**config.mk**
```make
export PLATFORM = sky130hd
export DESIGN_NAME = hcp_frame_dispatch
export DESIGN_NICKNAME = d
export VERILOG_FILES = /design/src/rtl/hcp_frame_dispatch_pkg.sv /design/src/rtl/hcp_dispatch_cnt.sv /design/src/rtl/hcp_frame_dispatch.sv
export SDC_FILE = /design/constraint.sdc
export NUM_CORES = 1
export LEC_CHECK = 0
export CORE_MARGIN = 10
export CORE_UTILIZATION = 41
export DETAILED_ROUTE_END_ITERATION = 12
export PLACE_DENSITY = 0.81
export SYNTH_ARGS = -nofsm -noshare
export SYNTH_HDL_FRONTEND = slang
export SYNTH_SLANG_ARGS = --single-unit
```
**constraint.sdc**
```tcl
create_clock -name i_clk -period 2.7 [get_ports i_clk]
set_input_delay 0.675 -clock i_clk [delete_from_list [all_inputs] [get_ports i_clk]]
set_output_delay 0.675 -clock i_clk [all_outputs]
set_load 0.1 [all_outputs]
```
**src/rtl/hcp_frame_dispatch_pkg.sv**
```systemverilog
// Shared definitions for the HCP frame dispatcher: dispatch FSM state encoding, default
// ethertype/length limits and descriptor field offsets.
// Descriptor layout: {ts_rec[18:0] at 34:16, ethertype[15:0] at 15:0}.
package hcp_frame_dispatch_pkg;

    localparam logic [15:0] TSMP_ETYPE_DEF    = 16'hFF01;
    localparam logic [10:0] MAX_FRAME_LEN_DEF = 11'd1535;

    localparam int unsigned DATA_W    = 9;
    localparam int unsigned DESC_W    = 35;
    localparam int unsigned CNT_W     = 16;
    localparam int unsigned ETYPE_MSB = 15;
    localparam int unsigned ETYPE_LSB = 0;

    typedef enum logic [1:0] {
        StIdle    = 2'd0,
        StDecap   = 2'd1,
        StEncap   = 2'd2,
        StDiscard = 2'd3
    } dispatch_state_e;

    function automatic logic [15:0] desc_etype(input logic [DESC_W-1:0] desc);
        return desc[ETYPE_MSB:ETYPE_LSB];
    endfunction

endpackage

```
**src/rtl/hcp_dispatch_cnt.sv**
```systemverilog
// Statistics counters for the HCP frame dispatcher: three 16-bit wrapping counters, each
// advanced by a one-cycle increment strobe. Only built when HCP_DISPATCH_CNT_EN is defined.
// Ports:
//   clk, rst_n                       clock, asynchronous active-low reset
//   decap_inc, encap_inc, err_inc    increment strobes
//   decap_cnt, encap_cnt, err_cnt    counter values
`ifdef HCP_DISPATCH_CNT_EN
module hcp_dispatch_cnt
    import hcp_frame_dispatch_pkg::*;
(
    input  logic             clk,
    input  logic             rst_n,
    input  logic             decap_inc,
    input  logic             encap_inc,
    input  logic             err_inc,
    output logic [CNT_W-1:0] decap_cnt,
    output logic [CNT_W-1:0] encap_cnt,
    output logic [CNT_W-1:0] err_cnt
);

    always_ff @(posedge clk or negedge rst_n) begin
        if (!rst_n) begin
            decap_cnt <= '0;
            encap_cnt <= '0;
            err_cnt   <= '0;
        end else begin
            if (decap_inc) decap_cnt <= decap_cnt + 16'd1;
            if (encap_inc) encap_cnt <= encap_cnt + 16'd1;
            if (err_inc)   err_cnt   <= err_cnt + 16'd1;
        end
    end

endmodule
`endif

```
**src/rtl/hcp_frame_dispatch.sv**
```systemverilog
// HCP frame dispatcher. Steers each whole frame of the serialised 9-bit stream to the
// decapsulation port (ethertype == TSMP_ETYPE) or to the encapsulation port (everything else),
// repairing framing faults: over-long frames are cut with a forced tail, frames losing i_data_wr
// before their tail get a {1'b1,8'h00} pad, frames not starting with a head are dropped.
// Ports:
//   i_clk, i_rst_n              clock, asynchronous active-low reset
//   iv_data, i_data_wr          input stream ([8]=head/tail flag) and byte valid
//   iv_descriptor               {ts_rec, ethertype}, sampled on the head cycle
//   ov_decap_data/o_decap_data_wr          TSMP output stream
//   ov_encap_data/o_encap_data_wr          non-TSMP output stream
//   ov_encap_descriptor                    descriptor of the frame on the encap port
//   ov_dispatch_state                      FSM state (debug)
//   ov_decap/encap_pkt_cnt, ov_dispatch_err_cnt  statistics
// Build option: define HCP_DISPATCH_CNT_EN to implement the statistics counters; otherwise the
// counter ports read 0.
module hcp_frame_dispatch
    import hcp_frame_dispatch_pkg::*;
#(
    parameter logic [15:0] TSMP_ETYPE    = TSMP_ETYPE_DEF,
    parameter logic [10:0] MAX_FRAME_LEN = MAX_FRAME_LEN_DEF
) (
    input  logic              i_clk,
    input  logic              i_rst_n,
    input  logic [DATA_W-1:0] iv_data,
    input  logic [DESC_W-1:0] iv_descriptor,
    input  logic              i_data_wr,
    output logic [DATA_W-1:0] ov_decap_data,
    output logic              o_decap_data_wr,
    output logic [DATA_W-1:0] ov_encap_data,
    output logic [DESC_W-1:0] ov_encap_descriptor,
    output logic              o_encap_data_wr,
    output logic [1:0]        ov_dispatch_state,
    output logic [CNT_W-1:0]  ov_decap_pkt_cnt,
    output logic [CNT_W-1:0]  ov_encap_pkt_cnt,
    output logic [CNT_W-1:0]  ov_dispatch_err_cnt
);

    dispatch_state_e    state;
    logic [10:0]        byte_cnt;
    logic [DATA_W-1:0]  fwd_data;
    logic               end_frame;
    logic               trunc;

    // Byte to forward while inside a frame, and how the frame closes this cycle.
    always_comb begin
        fwd_data  = iv_data;
        end_frame = 1'b0;
        trunc     = 1'b0;
        if (!i_data_wr) begin
            fwd_data  = {1'b1, 8'h00};  // pad closes a frame that lost its tail
            end_frame = 1'b1;
        end else if (iv_data[8]) begin
            end_frame = 1'b1;
        end else if (byte_cnt == MAX_FRAME_LEN - 11'd1) begin
            fwd_data  = {1'b1, iv_data[7:0]};
            trunc     = 1'b1;
        end
    end

    always_ff @(posedge i_clk or negedge i_rst_n) begin
        if (!i_rst_n) begin
            state               <= StIdle;
            byte_cnt            <= '0;
            ov_decap_data       <= '0;
            o_decap_data_wr     <= 1'b0;
            ov_encap_data       <= '0;
            o_encap_data_wr     <= 1'b0;
            ov_encap_descriptor <= '0;
        end else begin
            ov_decap_data   <= '0;
            o_decap_data_wr <= 1'b0;
            ov_encap_data   <= '0;
            o_encap_data_wr <= 1'b0;
            unique case (state)
                StIdle: begin
                    ov_encap_descriptor <= '0;
                    byte_cnt            <= '0;
                    if (i_data_wr) begin
                        if (iv_data[8]) begin
                            byte_cnt <= 11'd1;
                            if (desc_etype(iv_descriptor) == TSMP_ETYPE) begin
                                state           <= StDecap;
                                ov_decap_data   <= iv_data;
                                o_decap_data_wr <= 1'b1;
                            end else begin
                                state               <= StEncap;
                                ov_encap_data       <= iv_data;
                                o_encap_data_wr     <= 1'b1;
                                ov_encap_descriptor <= iv_descriptor;
                            end
                        end else begin
                            state <= StDiscard;
                        end
                    end
                end
                StDecap, StEncap: begin
                    // The encap descriptor register doubles as the per-frame latch.
                    if (state == StDecap) begin
                        ov_decap_data   <= fwd_data;
                        o_decap_data_wr <= 1'b1;
                    end else begin
                        ov_encap_data   <= fwd_data;
                        o_encap_data_wr <= 1'b1;
                    end
                    if (byte_cnt != 11'h7FF) byte_cnt <= byte_cnt + 11'd1;
                    if (trunc) begin
                        state <= StDiscard;
                    end else if (end_frame) begin
                        state <= StIdle;
                    end
                end
                StDiscard: begin
                    ov_encap_descriptor <= '0;
                    byte_cnt            <= '0;
                    if (!i_data_wr || iv_data[8]) state <= StIdle;
                end
                default: state <= StIdle;
            endcase
        end
    end

    assign ov_dispatch_state = state;

`ifdef HCP_DISPATCH_CNT_EN
    logic in_frame;
    logic frame_close;
    logic decap_inc;
    logic encap_inc;
    logic err_inc;

    assign in_frame    = (state == StDecap) || (state == StEncap);
    assign frame_close = in_frame && (end_frame || trunc);
    assign decap_inc   = frame_close && (state == StDecap);
    assign encap_inc   = frame_close && (state == StEncap);
    assign err_inc     = ((state == StIdle) && i_data_wr && !iv_data[8]) ||
                         (in_frame && (!i_data_wr || trunc));

    hcp_dispatch_cnt u_cnt (
        .clk       (i_clk),
        .rst_n     (i_rst_n),
        .decap_inc (decap_inc),
        .encap_inc (encap_inc),
        .err_inc   (err_inc),
        .decap_cnt (ov_decap_pkt_cnt),
        .encap_cnt (ov_encap_pkt_cnt),
        .err_cnt   (ov_dispatch_err_cnt)
    );
`else
    assign ov_decap_pkt_cnt    = '0;
    assign ov_encap_pkt_cnt    = '0;
    assign ov_dispatch_err_cnt = '0;
`endif

endmodule
```
==> out/metrics.csv <==
stage;metric;value;unit
worst_setup_path;Worst Path Required;2.93;ns
global_routing;initial antenna violation count;0;
logic_synthesis;Synth Flop Type;dfrtp_1;
floorplan;Die Wd;108;um
clock_tree;hold_buf cts;0;
global_routing;total gr overflow;0;
finish;Area Growth Syn to Fin;34.1;%
logic_synthesis;Syn Area/Cell;11.6;um2
hold_path;Hold WC Path Type;in -> async;
timing;TNS Setup;0;ns
logic_synthesis;YS warnings;0;
timing;worst-margin pin slew;0.955;ns
floorplan;Die ar.;0.0116;mm2
floorplan;Rows;31;
floorplan;core area;0.00737;mm2
finish;layout cells sized above 1;0.240;
worst_setup_path;CP endpoint kind;flop;
worst_setup_path;Critical Path AT;2.69;ns
clock_tree;H-tree lvl count;3;
floorplan;die height;108;um
logic_synthesis;Gate Count Post-Synth;271;
clock_tree;CTS resizes;0;
placed_design;DP HPWL;6560;um
drt;DR vias;2428;
global_routing;number of global-route vias before repair;2569;
logic_synthesis;Synth area leaders;dfrtp_1 (54%), buf_4 (11%), a22o_1 (9.7%);
timing;Max Slew Vio Count;0;
logic_synthesis;Yosys top cell area share;0.541;
global_routing;first-pass GRT wire length;13100;um
logic_synthesis;Unique masters post-synth;36;
worst_setup_path;startpoint class of the critical path;input port;
timing;Fmax achieved;0.407;GHz
drt;Iter 0 DRT Violations;117;
worst_setup_path;crit-path max FO;8;
floorplan;Initial Util;0.427;
clock_tree;Skew-Pair Late Insertion Delay;0.34;ns
logic_synthesis;EDFF count, synth;0;
drt;WL final;8370;um
drt;ANT nets after route;0;
timing;final critical-path share of the clock period;0.910;
logic_synthesis;commonest cells in the netlist;dfrtp_1 (68), buf_4 (48), a22o_1 (35);
drt;Remaining DRCs;0;
logic_synthesis;flops & latches, synth;68;
drt;WL/cell;17.2;um
timing;min cycle time layout;2.46;ns
logic_synthesis;synthesized area;0.00314;mm2
timing;skew final;0.00572;ns
clock_tree;Setup Buffers After CTS;0;
timing;RSZ-0062 raised after global routing;false;
logic_synthesis;Async S/R FF share, synth;1.00;
logic_synthesis;largest area contributor in the netlist;dfrtp_1;
finish;Antenna diodes;0;
flow_run;max-cap violation count;0;
clock_tree;CTS Buf Count;9;
global_routing;GR Util All Layers;0.143;
placed_design;GPL Wtd Cong;0.807;
clock_tree;CTS tree;done;
clock_tree;Worst-path clk slew;0.07;ns
global_routing;largest net degree at the start of global routing;36;
floorplan;Ports;152;
clock_tree;clk buf depth;2;
timing;Rel. slew slack;0.361;
timing;Setup-failing EPs final;0;
worst_setup_path;WS Path Type;in -> reg;
logic_synthesis;most common cell in the netlist;dfrtp_1;
drt;Detailed Routing Iterations Pass 1;4;
outcome;run status;finished, final reports clean;
finish;layout net count;437;
drt;Via density;4.99;
placed_design;cell area after placement;0.00401;mm2
clock_tree;Clock Sinks;68;
clock_tree;CTS Root Cell;clkbuf_8;
logic_synthesis;sequential share of the synthesized area;0.541;
worst_setup_path;Worst Reg-to-Reg Cells;5;
timing;Final Hold Vio Count;0;
placed_design;I/O Buffers;103;
finish;final instance area;0.00422;mm2
-- layout by cell type, fill, tap and decap left out, types with 2 or more instances in the layout --
cell type,count
a21oi_1,6
bufinv_16,2
nand2_1,10
a211oi_1,2
nand4_1,6
a22o_1,35
ha_1,6
nand3_1,6
inv_1,7
and3_1,16
a31oi_1,3
a21o_1,2
buf_4,64
nor3_1,3
mux2i_1,2
clkdlybuf4s50_1,45
clkbuf_8,9
clkinv_2,2
xnor2_1,5
nor2_1,6
nor2b_1,3
conb_1,48
or2_2,3
o21ai_0,11
dfrtp_1,66
dfrtp_2,2
buf_12,2
-- layer usage --
| layer | vias up | global-route usage | wire length, um |
|---|---|---|---|
| li1 | 1104 | - | - |
| met1 | 1185 | 0.173 | 3770 |
| met2 | 129 | 0.214 | 3640 |
| met3 | 10 | 0.0629 | 825 |
| met4 | 0 | 0.0630 | 127 |
| met5 | - | 0 | 0 |
-- worst paths after layout --
kind	from	endpoint	slack (ns)
min in group i_clk	ov_encap_descriptor[7]	ov_encap_descriptor[7]	0.51
worst max register to register	ov_dispatch_state[1]	ov_encap_data[1]	0.47
worst min register to register	ov_encap_descriptor[7]	ov_encap_descriptor[7]	0.51
max in group asynchronous	i_rst_n	ov_encap_data[6]	1.85
worst min-delay path	i_rst_n	ov_encap_descriptor[4]	0.26
worst max-delay path	iv_descriptor[1]	ov_encap_data[1]	0.24
-- worst max-delay path: stages --
cell and delay [ns]:
clkdlybuf4s50_1 0.44, or4b_4 0.57, nor4_4 0.45, o32ai_1 0.30, and3_1 0.25
-- state kept, by name (all words and copies together), names as in the netlist --
| register | cells |
|---|---|
| ov_encap_descriptor | 35 |
| ov_encap_data | 9 |
| byte_cnt | 11 |
| o_decap_data_wr | 1 |
| o_encap_data_wr | 1 |
| ov_dispatch_state | 2 |
| ov_decap_data | 9 |
-- final cells by class --
class / count / area, um2
Tap cell: 99 / 124
Sequential cell: 68 / 1700
Fill cell: 659 / 3150
Clock inverter: 5 / 77.6
Multi-Input combinational cell: 186 / 1180
Clock buffer: 10 / 128
Inverter: 7 / 26.3
Timing Repair Buffer: 112 / 976
-- through the flow --
stage                     hold slack (ns)  setup WS, ns   util  instances
final                               0.264         0.243  0.572        487
after detailed placement            0.498        -0.100  0.544        472
after floorplan                     0.379         0.289      -        318
after global placement              0.494       -0.0461  0.544        472
after CTS                           0.264         0.253  0.572        487
after global routing                0.280         0.203  0.572        487
-- cell families after synthesis --
group,synth area share
AO/OA/AOI/OAI,0.152
XOR/XNOR,0.0167
adder cells (fa/ha/maj),0.0239
buffers and inverters,0.141
flip-flops,0.541
multiplexers,0.00995
other,0.00119
AND/OR/NAND/NOR,0.114
Power is left out: the tool's default activity adds up to more than one toggle a clock period on the data nets, which glitch-free logic cannot reach.
